### src/rtl/dmem_arbiter.sv
// Single-port data-RAM arbiter: the CPU MEM stage competes with fixed-length VGA read bursts.
// A starvation counter caps how many contested cycles the CPU may win before a VGA beat is forced.
module dmem_arbiter #(
  parameter int ADDR_W     = 16,
  parameter int DATA_W     = 32,
  parameter int BURST_LEN  = 8,
  parameter int STARVE_MAX = 4
) (
  input  logic              clk,
  input  logic              reset,
  // CPU port
  input  logic              cpu_req,
  input  logic              cpu_we,
  input  logic [ADDR_W-1:0] cpu_addr,
  input  logic [DATA_W-1:0] cpu_wdata,
  output logic              cpu_stall,
  output logic              cpu_rvalid,
  output logic [DATA_W-1:0] cpu_rdata,
  // VGA burst port
  input  logic              vga_enable,
  input  logic              vga_req,
  input  logic [ADDR_W-1:0] vga_base,
  output logic              vga_ack,
  output logic              vga_rvalid,
  output logic [DATA_W-1:0] vga_rdata,
  output logic              vga_done,
  // RAM port
  output logic [ADDR_W-1:0] mem_addr,
  output logic              mem_we,
  output logic [DATA_W-1:0] mem_wdata,
  input  logic [DATA_W-1:0] mem_rdata,
  // FSM state (0 = IDLE, 1 = BURST)
  output logic              o_dbg_state
);

  localparam int CNT_W    = $clog2(BURST_LEN + 1);
  localparam int STARVE_W = (STARVE_MAX < 1) ? 1 : $clog2(STARVE_MAX + 1);

  typedef enum logic {
    ST_IDLE  = 1'b0,
    ST_BURST = 1'b1
  } state_t;

  state_t              r_state;
  state_t              w_state_nxt;
  logic [ADDR_W-1:0]   r_beat_addr;
  logic [ADDR_W-1:0]   w_beat_addr_nxt;
  logic [CNT_W-1:0]    r_beat_cnt;
  logic [CNT_W-1:0]    w_beat_cnt_nxt;
  logic [STARVE_W-1:0] r_starve_cnt;
  logic [STARVE_W-1:0] w_starve_nxt;

  // Owner tag for the read data returning from the RAM one cycle later.
  logic r_tag_cpu;
  logic r_tag_vga;
  logic r_tag_last;

  logic w_beat_live;
  logic w_cpu_grant;
  logic w_beat_issue;
  logic w_last_beat;
  logic w_ack;

  // Grant decision; a beat can only issue while the burst is live and reset is low.
  always_comb begin
    w_beat_live  = (r_state == ST_BURST) & vga_enable & ~reset;
    w_cpu_grant  = cpu_req;
    w_beat_issue = 1'b0;
    if (w_beat_live) begin
      if (!cpu_req) begin
        w_beat_issue = 1'b1;
      end else if (r_starve_cnt == STARVE_W'(STARVE_MAX)) begin
        w_beat_issue = 1'b1;
        w_cpu_grant  = 1'b0;
      end
    end
    w_last_beat = w_beat_issue & (r_beat_cnt == CNT_W'(1));
    w_ack       = (r_state == ST_IDLE) & vga_req & vga_enable & ~reset;
  end

  always_comb begin
    w_state_nxt     = r_state;
    w_beat_addr_nxt = r_beat_addr;
    w_beat_cnt_nxt  = r_beat_cnt;
    w_starve_nxt    = r_starve_cnt;
    case (r_state)
      ST_IDLE: begin
        w_starve_nxt = '0;
        if (w_ack) begin
          w_state_nxt     = ST_BURST;
          w_beat_addr_nxt = vga_base;
          w_beat_cnt_nxt  = CNT_W'(BURST_LEN);
        end
      end
      ST_BURST: begin
        if (!vga_enable) begin
          w_state_nxt  = ST_IDLE;
          w_starve_nxt = '0;
        end else if (w_beat_issue) begin
          w_beat_addr_nxt = r_beat_addr + ADDR_W'(1);
          w_beat_cnt_nxt  = r_beat_cnt - CNT_W'(1);
          w_starve_nxt    = '0;
          if (w_last_beat) begin
            w_state_nxt = ST_IDLE;
          end
        end else if (cpu_req) begin
          // Contested cycle won by the CPU.
          w_starve_nxt = r_starve_cnt + STARVE_W'(1);
        end
      end
      default: begin
        w_state_nxt = ST_IDLE;
      end
    endcase
  end

  always_ff @(posedge clk) begin
    if (reset) begin
      r_state      <= ST_IDLE;
      r_beat_addr  <= '0;
      r_beat_cnt   <= '0;
      r_starve_cnt <= '0;
      r_tag_cpu    <= 1'b0;
      r_tag_vga    <= 1'b0;
      r_tag_last   <= 1'b0;
    end else begin
      r_state      <= w_state_nxt;
      r_beat_addr  <= w_beat_addr_nxt;
      r_beat_cnt   <= w_beat_cnt_nxt;
      r_starve_cnt <= w_starve_nxt;
      r_tag_cpu    <= w_cpu_grant & ~cpu_we;
      r_tag_vga    <= w_beat_issue;
      r_tag_last   <= w_last_beat;
    end
  end

  always_comb begin
    mem_addr  = '0;
    mem_we    = 1'b0;
    mem_wdata = '0;
    if (w_cpu_grant) begin
      mem_addr  = cpu_addr;
      mem_we    = cpu_we;
      mem_wdata = cpu_wdata;
    end else if (w_beat_issue) begin
      mem_addr = r_beat_addr;
    end
  end

  assign cpu_stall   = cpu_req & ~w_cpu_grant;
  assign cpu_rvalid  = r_tag_cpu;
  assign cpu_rdata   = r_tag_cpu ? mem_rdata : '0;
  assign vga_ack     = w_ack;
  assign vga_rvalid  = r_tag_vga;
  assign vga_rdata   = r_tag_vga ? mem_rdata : '0;
  assign vga_done    = r_tag_vga & r_tag_last;
  assign o_dbg_state = r_state;

endmodule

### config.mk
export PLATFORM = sky130hd
export DESIGN_NAME = dmem_arbiter
export DESIGN_NICKNAME = d
export VERILOG_FILES = /design/src/rtl/dmem_arbiter.sv
export SDC_FILE = /design/constraint.sdc
export NUM_CORES = 1
export LEC_CHECK = 0
export ABC_AREA = 0
export ABC_CLOCK_PERIOD_IN_PS = 4100
export CAP_MARGIN = 20
export CORE_MARGIN = 2
export CORE_UTILIZATION = 34
export DETAILED_ROUTE_END_ITERATION = 16
export PLACE_DENSITY = 0.94
export RECOVER_POWER = 50
export SYNTH_ARGS = -nofsm -noshare
export SYNTH_HDL_FRONTEND = slang
export SYNTH_SLANG_ARGS = --single-unit
### constraint.sdc
create_clock -name clk -period 4.1 [get_ports clk]
set_input_delay 0.615 -clock clk [delete_from_list [all_inputs] [get_ports clk]]
set_output_delay 0.615 -clock clk [all_outputs]
set_load 0.1 [all_outputs]
==> flow_metrics.env, run 1 <==
export IMPL_yosysUniqueCellTypes=51
export IMPL_seq_area_sq_um=541
export IMPL_swShare=0.461
export IMPL_cp_startpoint="reset"
export IMPL_hp_class="flop to flop"
export IMPL_finalCritPeriodShare=0.855
export IMPL_ctsResizeCount=0
export IMPL_synth_seq_cells=27
export IMPL_drc=0
export IMPL_die_area_sq_um=7640
export IMPL_total_power_uw=1060
export IMPL_fmax_mhz=285
export IMPL_multiInputGateArea_sq_um=1670
export IMPL_numCtsBuffers=3
export IMPL_period_needed_ns=3.51
export IMPL_n_antenna_cell=0
export IMPL_hold_viol=0
export IMPL_fin_util=0.706
export IMPL_outcome="finished, final reports clean"
export IMPL_slowest_stage="dlygate4sd3_1"
export IMPL_synth_nets=424
export IMPL_path_class="primary input to output pin"
export IMPL_clock_sinks=27
export IMPL_drv_slew=0
export IMPL_p_leak_uw=0.00188
export IMPL_crit_arrival_ns=2.89
export IMPL_power_frac_clock=0.152
export IMPL_slowest_delay_ns=0.69
export IMPL_synthCells=317
export IMPL_grt_max_degree=35
export IMPL_antenna_found_initial=0
export IMPL_hold_slack_ns=0.457
export IMPL_die_h_microns=87.4
export IMPL_synth_flop_cell="dfxtp_1"
export IMPL_drive_gt1_frac=0.140
export IMPL_globalplace_congestion=0.891
export IMPL_combPwrFrac=0.573
export IMPL_tns_ns=0
export IMPL_num_rows=30
export IMPL_die_x_microns=87.4
export IMPL_core_sq_um=6760
export IMPL_hpwlAfterDp_mm=8.79
export IMPL_synth_seq_area_share=0.228
export IMPL_rr_startpoint="o_dbg_state"
export IMPL_yosys_warnings=0
export IMPL_clkTransAtPathRegs_ns=0.09
export IMPL_path_cells="dlygate4sd3_1 > and3b_1 > nand2b_1 > inv_1 > a22o_1 > buf_12"
export IMPL_firstDrtPassIters=5
export IMPL_wl_per_cell_microns=17.9
export IMPL_ctsLongestPathBuffers=2
export IMPL_cts_tree="yes"
export IMPL_ios=221
export IMPL_power_internal_uw=570
export IMPL_wirelength_mm=10.8
export IMPL_worst_pin_slew_ns=1.27
export IMPL_finalNonFillerCells=602
export IMPL_clock_latency_ns=0.28
export IMPL_port_buffers=220
export IMPL_drt_iter0_markers=264
export IMPL_antenna_left=0
export IMPL_grt_pass1_wl_mm=15.9
export IMPL_track_usage=0.265
export IMPL_fillers=558
export IMPL_synth_enable_flop_cells=0
export IMPL_start_util=0.350
export IMPL_cts_setup_buffers=0
export IMPL_vias_per_cell=5.43
export IMPL_area_growth_pct=102
export IMPL_skew_ns=0.0136
export IMPL_pwr_share_seq=0.276
export IMPL_grt_pass1_vias=3168
export IMPL_ctsHoldBuffers=0
export IMPL_critPathLaunchType="primary input"
export IMPL_max_cap_viol_count=0
export IMPL_grt_overflow_total=0
export IMPL_cp_data_required_time_ns=3.48
export IMPL_endpoint_kind="output pin"
export IMPL_p_switching_uw=487
export IMPL_crit_path_max_fanout=22
export IMPL_vdd_drop_max_mv=0.120
export IMPL_hp_start="r_starve_cnt[0]"
export IMPL_dp_cells=598
export IMPL_relSlewSlack=0.156
export IMPL_via_count=3268
export IMPL_grt_setup_unrepaired="no"
export IMPL_netlist_area_sq_um=2370
export IMPL_nNetsFinal=630
export IMPL_cts_root_buf="clkbuf_8"
export IMPL_power_density_nw_per_um2=221
export IMPL_async_flop_share=0
export IMPL_setup_violations_final=0
export IMPL_syn_avg_cell_area_sq_um=7.46
export IMPL_h_tree_depth=1
-- cell families after synthesis --
family,Yosys count,share of synthesized area
AO/OA/AOI/OAI,65,0.197
XOR/XNOR,3,0.0111
adder cells (fa/ha/maj),5,0.0264
buffers and inverters,34,0.0613
flip-flops,27,0.228
multiplexers,1,0.00423
AND/OR/NAND/NOR,182,0.472
-- cells in the mapped netlist (all sizes together) (3+ instances only) --
cell type    n  share of area
and3         6          0.016
nand2        8          0.013
a21oi       10          0.021
buf         11          0.025
ha           5          0.026
inv          9          0.014
a211oi       7          0.022
a31oi        4          0.011
nor2b        6          0.017
nand3        4         0.0085
dfxtp       27           0.23
a22o        15          0.056
nand4        9          0.026
and4         3          0.012
nor3b        4          0.013
o21ai       10          0.021
nand2b       4          0.014
nor3         5          0.011
nor2        18          0.029
o311ai       5          0.019
xnor2        3          0.011
clkbuf      14          0.022
and2       102           0.27
-- flip-flops by register name, indices dropped and copies added (netlist names) --
name	count
r_starve_cnt	3
vga_rvalid	1
r_beat_addr	16
o_dbg_state	1
cpu_rvalid	1
r_tag_last	1
r_beat_cnt	4
-- worst max-delay path, delay by kind of cell --
| family | cells | cell delay (ns) |
|---|---|---|
| AND/OR/NAND/NOR | 2 | 0.52 |
| AO/OA/AOI/OAI | 1 | 0.30 |
| buffers and inverters | 3 | 1.45 |
-- area by class of cell --
cell class | count | share of cell area
Multi-Input combinational cell | 256 | 0.350
Sequential cell | 27 | 0.113
Clock buffer | 3 | 0.00866
Clock inverter | 1 | 0.00157
Timing Repair Buffer | 226 | 0.498
Tap cell | 80 | 0.0210
Inverter | 9 | 0.00708
-- power groups by stage --
stage	Combinational [uW]	Sequential (uW)	Clock, uW
after floorplan	353	295	0
after global placement	607	295	0
after detailed placement	614	297	0
after CTS	616	290	157
after global routing	624	293	169
final	605	291	160
-- metal layers --
layer | track usage | vias up | share of wire
li1 | - | 1523 | -
met1 | 0.290 | 1515 | 0.36
met2 | 0.507 | 213 | 0.53
met3 | 0.0692 | 17 | 0.091
met4 | 0.0545 | 0 | 0.018
met5 | 0 | - | 0
-- per-stage QoR --
step | area (sq um) | setup slack (ns)
2_1_floorplan | 2370 | 0.810
3_3_place_gp | 4940 | 0.861
3_5_place_dp | 4940 | 0.770
4_1_cts | 4990 | 0.752
5_1_grt | 4770 | 0.436
6_report | 4770 | 0.594
-- worst paths after layout --
kind | to | slack (ns) | cells after the start
max | mem_addr[5] | 0.59 | 6
min | r_starve_cnt[0] | 0.46 | 1
max reg2reg | r_beat_addr[9] | 1.58 | 5
min reg2reg | r_starve_cnt[0] | 0.46 | 1
-- cells in the final DEF, fill, tap and decap left out, types with 4 or more instances in the layout --
cell	instances
and2_1	102
dfxtp_1	27
nor2b_1	5
and3_1	6
inv_1	9
nand2b_1	4
nor3b_1	4
nand4_1	8
ha_1	5
o311ai_0	4
nor3_1	5
nand2_1	8
a21oi_1	10
a22o_1	15
clkdlybuf4s50_1	104
nand3_1	4
clkbuf_1	56
a211oi_1	7
buf_12	50
a31oi_1	4
o21ai_0	10
buf_4	15
nor2_1	18
Power figures use the tool's default switching activity.
==> run 2, diff against run 1 <==
CTS_CLUSTER_DIAMETER = 200   (was unset)
PLACE_DENSITY = 0.95   (was 0.94)
==> flow_metrics.env, run 2 (same netlist as run 1, synthesis figures left out) <==
export IMPL_drive_gt1_frac=0.123
export IMPL_die_area_sq_um=7640
export IMPL_globalplace_congestion=0.913
export IMPL_n_antenna_cell=0
export IMPL_grt_max_degree=51
export IMPL_clkTransAtPathRegs_ns=0.09
export IMPL_final_common_cell="clkdlybuf4s50_1"
export IMPL_h_tree_depth=1
export IMPL_cts_tree="yes"
export IMPL_path_class="primary input to output pin"
export IMPL_worst_slack_ns=0.505
export IMPL_numCtsBuffers=3
export IMPL_place_ws_ns=0.975
export IMPL_fin_util=0.700
export IMPL_drv_slew=0
export IMPL_clock_sinks=27
export IMPL_period_needed_ns=3.60
export IMPL_finalCritPeriodShare=0.877
export IMPL_holdPathStages=1
export IMPL_vias_per_cell=5.42
export IMPL_max_cap_viol_count=0
export IMPL_largestRegisters="r_beat_addr (16), r_beat_cnt (4), r_starve_cnt (3)"
export IMPL_num_rows=30
export IMPL_antenna_left=0
export IMPL_drc=0
export IMPL_grt_pass1_wl_mm=15.0
export IMPL_slowest_delay_ns=0.86
export IMPL_wl_per_cell_microns=16.8
export IMPL_die_x_microns=87.4
export IMPL_relSlewSlack=0.169
export IMPL_hp_class="flop to flop"
export IMPL_die_h_microns=87.4
export IMPL_path_cells="dlygate4sd3_1 > clkbuf_1 > nand4bb_1 > buf_4 > inv_1 > buf_12"
export IMPL_fillers=561
export IMPL_pwr_share_seq=0.277
export IMPL_tns_ns=0
export IMPL_fmax_mhz=278
export IMPL_endpoint_kind="output pin"
export IMPL_regMostFlops="r_beat_addr"
export IMPL_antenna_found_initial=0
export IMPL_clock_latency_ns=0.28
export IMPL_swShare=0.457
export IMPL_power_frac_clock=0.149
export IMPL_ios=221
export IMPL_cts_setup_buffers=0
export IMPL_crit_arrival_ns=2.98
export IMPL_hold_viol=0
export IMPL_cp_depth=6
export IMPL_worst_pin_slew_ns=1.25
export IMPL_firstDrtPassIters=5
export IMPL_outcome="finished, final reports clean"
export IMPL_post_dp_cell_area_sq_um=4940
export IMPL_ctsLongestPathBuffers=2
export IMPL_via_count=3264
export IMPL_power_density_nw_per_um2=222
export IMPL_drt_iter0_markers=223
export IMPL_grt_pass1_vias=3050
export IMPL_crit_path_max_fanout=27
export IMPL_p_switching_uw=479
export IMPL_combPwrFrac=0.573
export IMPL_critPathLaunchType="primary input"
export IMPL_p_leak_uw=0.00184
export IMPL_slowest_stage="clkbuf_1"
export IMPL_hpwlAfterDp_mm=8.17
export IMPL_power_internal_uw=569
export IMPL_largest_reg_flops=16
export IMPL_track_usage=0.245
export IMPL_ctsHoldBuffers=0
export IMPL_setup_violations_final=0
export IMPL_cp_data_required_time_ns=3.48
export IMPL_vdd_drop_max_mv=0.141
export IMPL_fin_area_sq_um=4730
export IMPL_ff2ff_path_depth=5
export IMPL_skew_ns=0.00608
export IMPL_cts_root_buf="clkbuf_8"
export IMPL_port_buffers=220
export IMPL_cp_top_family="buffers and inverters"
export IMPL_nNetsFinal=630
export IMPL_ctsResizeCount=0
export IMPL_path_buf_inv=5
export IMPL_grt_setup_unrepaired="no"
export IMPL_grt_overflow_total=0
export IMPL_wirelength_mm=10.1
export IMPL_core_sq_um=6760
export IMPL_area_growth_pct=99.9
export IMPL_mostFrequentLayoutCells="clkdlybuf4s50_1 (103), and2_1 (102), clkbuf_1 (66)"
export IMPL_start_util=0.350
==> run 2: changes by cell type in the layout (fill, tap and decap cells not counted) <==
cell,change
buf_4,-8
clkbuf_1,+10
clkdlybuf4s50_1,-1
clkinvlp_4,-1
==> run 2: worst paths after layout <==
path | start | slack (ns) | end
setup / recovery | reset | 0.50 | vga_ack
setup reg to reg | o_dbg_state | 1.51 | r_beat_addr[3]
hold / removal | r_starve_cnt[0] | 0.45 | r_starve_cnt[0]
hold reg to reg | r_starve_cnt[0] | 0.45 | r_starve_cnt[0]
==> run 2: layer usage <==
metal | share of wire | GRT usage | vias to the layer above
met5 | 0 | 0 | -
met4 | 0.025 | 0.0587 | 0
met3 | 0.10 | 0.0645 | 24
met2 | 0.51 | 0.465 | 229
met1 | 0.36 | 0.268 | 1485
li1 | - | - | 1526
==> run 2: metrics by stage <==
step           hold slack, ns  total power [uW]  instances
6_report                0.453              1050        602
5_1_grt                 0.478              1080        602
4_1_cts                 0.453              1060        602
3_5_place_dp            0.441               908        598
3_3_place_gp            0.433               900        598
2_1_floorplan           0.417               648        317
==> run 2: power by group through the flow <==
stage	registers, uW	logic, uW	clock network (uW)
CTS	290	613	156
floorplan	295	353	0
detailed placement	296	612	0
global route	292	621	167
global placement	295	605	0
finish	291	601	156
==> run 2: layout make-up <==
class	count	area, sq um	area share
Clock buffer	4	45.0	0.00952
Inverter	9	33.8	0.00714
Sequential cell	27	541	0.114
Multi-Input combinational cell	256	1670	0.353
Timing Repair Buffer	226	2340	0.494
Tap cell	80	100	0.0212
